==> src/rtl/bp_cfg_write_sequencer.sv <==
// bp_cfg_write_sequencer
// Paces host configuration writes onto the per-core cfg channel. A write
// targets one core, or every core in ascending lane order (broadcast). Each
// issued strobe is followed by gap_cycles_p idle cycles. Out-of-range unicast
// core ids are consumed with a one-cycle err_o pulse and no strobe.
// Optional feature: define BP_CFG_SEQ_WRITE_COUNT_EN to add write_count_o,
// a wrapping 32-bit count of issued strobes.
module bp_cfg_write_sequencer #(
  parameter int num_core_p       = 4,
  parameter int cfg_addr_width_p = 16,
  parameter int cfg_data_width_p = 32,
  parameter int gap_cycles_p     = 2,
  localparam int core_id_width_lp = (num_core_p > 1) ? $clog2(num_core_p) : 1
) (
  input  logic                                   clk_i,
  input  logic                                   reset_n_i,
  input  logic                                   v_i,
  output logic                                   ready_o,
  input  logic                                   bcast_i,
  input  logic [core_id_width_lp-1:0]            core_id_i,
  input  logic [cfg_addr_width_p-1:0]            addr_i,
  input  logic [cfg_data_width_p-1:0]            data_i,
  output logic [num_core_p-1:0]                  cfg_w_v_o,
  output logic [num_core_p*cfg_addr_width_p-1:0] cfg_addr_o,
  output logic [num_core_p*cfg_data_width_p-1:0] cfg_data_o,
  output logic                                   busy_o,
`ifdef BP_CFG_SEQ_WRITE_COUNT_EN
  output logic [31:0]                            write_count_o,
`endif
  output logic                                   err_o
);

  localparam int gap_w_lp = (gap_cycles_p > 1) ? $clog2(gap_cycles_p) : 1;

  localparam logic [1:0] IDLE = 2'd0;
  localparam logic [1:0] SEND = 2'd1;
  localparam logic [1:0] GAP  = 2'd2;
  localparam logic [1:0] ERR  = 2'd3;

  // One extra bit so num_core_p itself is representable for the range check.
  localparam logic [core_id_width_lp:0]   num_core_lp  = (core_id_width_lp+1)'(num_core_p);
  localparam logic [core_id_width_lp-1:0] last_lane_lp = core_id_width_lp'(num_core_p - 1);

  logic [1:0]                  state_r;
  logic                        bcast_r;
  logic [core_id_width_lp-1:0] lane_r;
  logic [gap_w_lp-1:0]         gap_cnt_r;
  logic                        pending_r;
  logic [cfg_addr_width_p-1:0] addr_r;
  logic [cfg_data_width_p-1:0] data_r;

  logic id_oor;
  logic more_lanes;

  assign id_oor     = ({1'b0, core_id_i} >= num_core_lp);
  // Last lane is found by equality, so the lane counter never wraps.
  assign more_lanes = bcast_r && (lane_r != last_lane_lp);

  // Sequencer FSM: accept, strobe one lane per SEND, pace with GAP cycles.
  // pending_r remembers whether lanes remain, since lane_r already advanced
  // by the time GAP decides where to go.
  always_ff @(posedge clk_i or negedge reset_n_i) begin
    if (!reset_n_i) begin
      state_r   <= IDLE;
      bcast_r   <= 1'b0;
      lane_r    <= '0;
      gap_cnt_r <= '0;
      pending_r <= 1'b0;
      addr_r    <= '0;
      data_r    <= '0;
    end else begin
      case (state_r)
        IDLE: begin
          if (v_i) begin
            bcast_r <= bcast_i;
            addr_r  <= addr_i;
            data_r  <= data_i;
            if (!bcast_i && id_oor) begin
              state_r <= ERR;
            end else begin
              state_r <= SEND;
              lane_r  <= bcast_i ? '0 : core_id_i;
            end
          end
        end
        SEND: begin
          pending_r <= more_lanes;
          if (more_lanes) lane_r <= lane_r + core_id_width_lp'(1);
          if (gap_cycles_p > 0) begin
            state_r   <= GAP;
            gap_cnt_r <= gap_w_lp'(gap_cycles_p - 1);
          end else if (more_lanes) begin
            state_r <= SEND;
          end else begin
            state_r <= IDLE;
          end
        end
        GAP: begin
          if (gap_cnt_r == '0) begin
            state_r <= pending_r ? SEND : IDLE;
          end else begin
            gap_cnt_r <= gap_cnt_r - gap_w_lp'(1);
          end
        end
        default: begin
          state_r <= IDLE;
        end
      endcase
    end
  end

`ifdef BP_CFG_SEQ_WRITE_COUNT_EN
  logic [31:0] write_count_r;

  // Count every issued strobe; wraps naturally at 2^32.
  always_ff @(posedge clk_i or negedge reset_n_i) begin
    if (!reset_n_i) begin
      write_count_r <= '0;
    end else if (state_r == SEND) begin
      write_count_r <= write_count_r + 32'd1;
    end
  end

  assign write_count_o = write_count_r;
`endif

  // Outputs decode from registered state only, so nothing depends on v_i.
  always_comb begin
    cfg_w_v_o = '0;
    if (state_r == SEND) cfg_w_v_o = num_core_p'(1) << lane_r;
  end

  assign ready_o    = (state_r == IDLE);
  assign busy_o     = (state_r != IDLE);
  assign err_o      = (state_r == ERR);
  assign cfg_addr_o = {num_core_p{addr_r}};
  assign cfg_data_o = {num_core_p{data_r}};

endmodule

==> config.mk <==
export PLATFORM = sky130hd
export DESIGN_NAME = bp_cfg_write_sequencer
export DESIGN_NICKNAME = d
export VERILOG_FILES = /design/src/rtl/bp_cfg_write_sequencer.sv
export SDC_FILE = /design/constraint.sdc
export NUM_CORES = 1
export LEC_CHECK = 0
export BUFFER_PORTS_ARGS = -buffer_cell sky130_fd_sc_hd__buf_2
export CORE_AREA = 2 2 99 101
export CTS_CLUSTER_DIAMETER = 100
export CTS_CLUSTER_SIZE = 10
export DETAILED_ROUTE_END_ITERATION = 8
export DIE_AREA = 0 0 101 103
export MAX_ROUTING_LAYER = met4
export PLACE_DENSITY = 0.85
export SLEW_MARGIN = 20
export SYNTH_ARGS = -nofsm -noshare
export SYNTH_HDL_FRONTEND = slang
export SYNTH_SLANG_ARGS = --single-unit
==> constraint.sdc <==
create_clock -name clk_i -period 2 [get_ports clk_i]
set_clock_uncertainty 0.2 [all_clocks]
set_input_delay 0.1 -clock clk_i [delete_from_list [all_inputs] [get_ports clk_i]]
set_output_delay 0.1 -clock clk_i [all_outputs]
set_load 0.02 [all_outputs]
# Yosys cells after proc, flatten, opt, wreduce, memory -nomap -nowiden
# Cells that the tools add are included.
totals:
  in_bits: 54
  latch_bits: 0
  wordCells: 36
  memories: 0
  ramBits: 0
  rom_bits: 0
  reg_bits: 55
op_classes:
  mux: 11
  shifts: 1
  reduce_logical: 8
  magnitude_cmp: 0
  multipliers: 0
  n_div: 0
  bitwise_logic: 0
  eq_ne: 7
  add_sub_neg: 2
op_table:
  columns: ["op", "n"]
  rows:
  - ["2-to-1 mux 2 bit", 5]
  - ["inequality test 2 bit (second input constant)", 4]
  - ["case mux 2 bit (3 select lines)", 1]
  - ["nonzero test 2 bit", 3]
  - ["equality test 2 bit (second input constant)", 2]
  - ["2-to-1 mux 4 bit", 1]
  - ["case mux 2 bit (2 select lines)", 1]
  - ["AND reduction 2 bit", 2]
  - ["<< shifter 1 x 2 -> 4 bit (first input constant)", 1]
  - ["AND reduction 3 bit", 1]
  - ["adder 2 x 1 -> 2 bit (second input constant)", 1]
  - ["equality test 2 x 1 -> 1 bit (second input constant)", 1]
  - ["logical NOT 2 bit", 1]
  - ["2-to-1 mux 1 bit", 2]
  - ["case mux 1 bit (2 select lines)", 1]
  - ["logical AND 1 bit", 1]
  - ["subtractor 1 bit (second input constant)", 1]

# Depth between registers and ports, before layout
depth:
  word_depth: 4
  ltp_mapped: 6
  ltp_nobuf: 5

# Worst setup path after synthesis
# OpenSTA, ideal clock, no wires.
synth_path:
  path_type: "register -> register"
  from: "register state_r[0]"
  to: "register data_r[10]"
  path_buffers: 2
  t_required_ns: 1.675
  path_stages_with_launch: 7
  path_slack_ns: 0.295
  t_arrival_ns: 1.380
  setup_ns: 0.125
  path_cell_list: "dfrtp_1 inv_1 ha_1 nand2_2 buf_6 buf_6 mux2_4"
synth_between:
  elab_chain_len: 2
synth_lines:
  columns: ["element", "line", "rtl"]
  rows:
  - ["start: declaration", "44", "logic [1:0] state_r;"]
  - ["start signal: assignment", "100", "state_r <= pending_r ? SEND : IDLE;"]
  - ["logical NOT 2 bit", "72", "case (state_r)"]
  - ["AND reduction 2 bit (no line)", null, null]
  - ["end signal: assignment", "77", "data_r <= data_i;"]
  - ["end: declaration", "50", "logic [cfg_data_width_p-1:0] data_r;"]
# Every way passes these cells.
# A chain may end at the register's enable or synchronous reset.

# Final worst setup path
layout_path:
  from: "register state_r[1]"
  to: "output cfg_w_v_o[1]"
layout_between:
  elab_chain_len: 2
layout_lines:
  columns: ["element", "line", "rtl"]
  rows:
  - ["equality test 2 x 1 -> 1 bit", "130", "if (state_r == SEND) cfg_w_v_o = num_core_p'(1) << lane_r;"]
  - ["2-to-1 mux 4 bit", "130", null]
  - ["end: declaration", "23", "output logic [num_core_p-1:0] cfg_w_v_o,"]
# Every way passes these cells.

==> flow_summary_export.csv <==
group,metric,value,unit
drt,remaining_drc_errors,0,
sta,maxSlewViolCount,0,
global_routing,grtUsageTotal,0.139,
logic_synthesis,synth_async_sr_flop_share,1.00,
logic_synthesis,syn_inst,296,
hold_path,holdCritPathClass,"in2reg",
die,start_util,0.361,
hold_path,hold_path.startpoint,"core_id_i[0]",
logic_synthesis,yosys.area.top_type,"dfrtp_1",
logic_synthesis,synth.avg_cell_area,11.5,um^2
sta,period_share,0.926,
setup_path,rrSetupSlack,170,ps
final_layout,area_delta_synth_final,27.7,%
cts,cts_made_buffers,5,
sta,hold_viol,0,
die,fp.dieArea,10400,um^2
sta,setup_viol,0,
cts,cts.sinks,55,
setup_path,worstPathArrival,1550,ps
placement,post-place-ws,157,ps
sta,max_freq,540,MHz
sta,slew_headroom,0.620,
setup_path,crit_type,"reg2out",
setup_path,crit_fanout,12,
sta,layout_setup_ws,148,ps
hold_path,min_to,"lane_r[0]$_DFFE_PN0P_",
die,die_h,103,um
cts,cts_buffer_depth,2,
logic_synthesis,ys_ff_latch,55,
die,core_region_area,9460,um^2
cts,worst_setup_hold_path_clk_slew,100,ps
cts,clk_latency,310,ps
logic_synthesis,syn_nets,360,
drt,antenna_left,0,
global_routing,grt_pass1_vias,2266,
logic_synthesis,synth.most_common_cell,"buf_4",
cts,root_buffer,"clkbuf_8",
drt,avgViaCountPerCell,4.33,
global_routing,grt_pass1_wl,10900,um
drt,dr.pass1.iters,4,
logic_synthesis,yosysSeqAreaShare,0.403,
global_routing,overflow,0,
global_routing,antenna_found_initial,0,
logic_synthesis,synth_top_cell_area_share,0.403,
setup_path,critical_path.startpoint_type,"register",
sta,worstMarginPinSlew,571,ps
logic_synthesis,synth.area.top_cells,"dfrtp_1 (40%), buf_4 (32%), mux2_2 (14%)",
logic_synthesis,synth-edff-count,0,
final_layout,layout-drive-gt1-share,0.683,
placement,dp_hpwl,5490,um
final_layout,fin_nets,524,
setup_path,end_kind,"output pin",
drt,routed-via-count,2490,
placement,io_buffers,252,
logic_synthesis,synthTopCellsByCount,"buf_4 (144), dfrtp_1 (55), mux2_2 (42), ha_1 (10), mux2_4 (10)",
setup_path,r2r_end,"state_r[0]$_DFFE_PN0P_",
setup_path,reg2regPathDepth,5,
final_layout,num-fill-cells,855,
sta,setup-tns-final,0,ps
final_layout,num_antenna_cells,0,
setup_path,required,1700,ps
drt,wl_per_cell,13.7,um
drt,drtIter0Drc,30,
setup_path,reg2reg_from,"state_r[0]$_DFFE_PN0P_",
logic_synthesis,yosysUniqueCellTypes,23,
logic_synthesis,ys_warn_count,0,
placement,routabilityCongestion,0.678,
die,die_w,101,um
die,ios,253,
cts,cts_max_level,2,
hold_path,hold_depth,4,
cts,cts_tree,"built",
sta,rsz0062_at_grt,"false",
die,rows,36,
sta,fin_crit,1850,ps
logic_synthesis,syn_area,3410,um^2
flow_run,cap_viol_max_count,0,
global_routing,grt_max_degree,33,
outcome,run_status,"finished, final reports clean",
drt,finalWirelength,7850,um
logic_synthesis,ys.flop_type,"dfrtp_1",
## worst max path at each step
stage	slack, ps	from	end
after global placement	270	state_r[0]$_DFFE_PN0P_	state_r[0]$_DFFE_PN0P_
after detailed placement	160	state_r[1]$_DFFE_PN0P_	lane_r[1]$_DFFE_PN0P_
after global routing	20	state_r[1]$_DFFE_PN0P_	cfg_w_v_o[1]
final	150	state_r[1]$_DFFE_PN0P_	cfg_w_v_o[1]
after floorplan	300	state_r[0]$_DFFE_PN0P_	data_r[10]$_DFFE_PN0P_
after CTS	60	state_r[1]$_DFFE_PN0P_	cfg_w_v_o[3]
## per-stage QoR
| step | hold WS (ps) | cell area (um^2) | instances | util |
|---|---|---|---|---|
| 3_3_place_gp | -73.4 | 3750 | 515 | 0.397 |
| 4_1_cts | 79.9 | 4360 | 575 | 0.460 |
| 2_1_floorplan | -396 | 3410 | 296 | - |
| 6_report | 93.4 | 4360 | 575 | 0.461 |
| 3_5_place_dp | -63.8 | 3750 | 515 | 0.397 |
| 5_1_grt | 122 | 4360 | 575 | 0.461 |
## state kept, by name, summed over array words and instances (netlist names)
signal     flops
addr_r        16
pending_r      1
lane_r         2
gap_cnt_r      1
state_r        2
data_r        32
bcast_r        1
## area by class of cell
cell class / count / area [um^2] / share of cell area
well taps: 114 / 143 / 0.0327
inverters: 5 / 18.8 / 0.00431
clock buffers: 7 / 76.3 / 0.0175
multi-input cells: 86 / 897 / 0.206
clock inverters: 1 / 5.00 / 0.00115
flip-flops and latches: 55 / 1380 / 0.316
repair buffers: 307 / 1840 / 0.423
## kinds of logic (layout without fill, tap and decap cells)
kind of cell,count (synthesis),in the layout,share of synthesized area
and+or+nand+nor,16,16,0.0271
adders and majority gates,10,10,0.0367
muxes,53,53,0.186
buffers and inverters,155,320,0.334
AOI/OAI and AO/OA,7,7,0.0128
DFF,55,55,0.403
## placed cells by master, fill, tap and decap left out, drive strengths merged, types with 2 or more instances in the layout
cell type / netlist / routed
a21oi: 3 / 3
and2: 4 / 4
buf: 149 / 255
clkbuf: 1 / 7
dfrtp: 55 / 55
dlygate4sd3: 0 / 52
ha: 10 / 10
inv: 5 / 5
mux2: 52 / 52
nand2b: 2 / 2
nor2: 4 / 4
nor2b: 2 / 2
## worst max-delay path, cell delays in order (launching register included)
cell and delay (ps):
dfrtp_1 420, inv_1 150, ha_2 320, and2_1 170, buf_2 170
## timing repair
action	in CTS	in global routing
buffers inserted	0	0
endpoints found under the setup margin	0	5
hold buffers	52	0
resized for setup	0	1
endpoints found under the hold margin	74	0
## layer usage
layer,track usage,part of all wire
met1,0.132,0.35
met3,0.0264,0.067
met2,0.273,0.57
met4,0.0541,0.021
met5,-,0
Power is left out: the tool's default activity adds up to more than one toggle a clock period on the data nets, which glitch-free logic cannot reach.
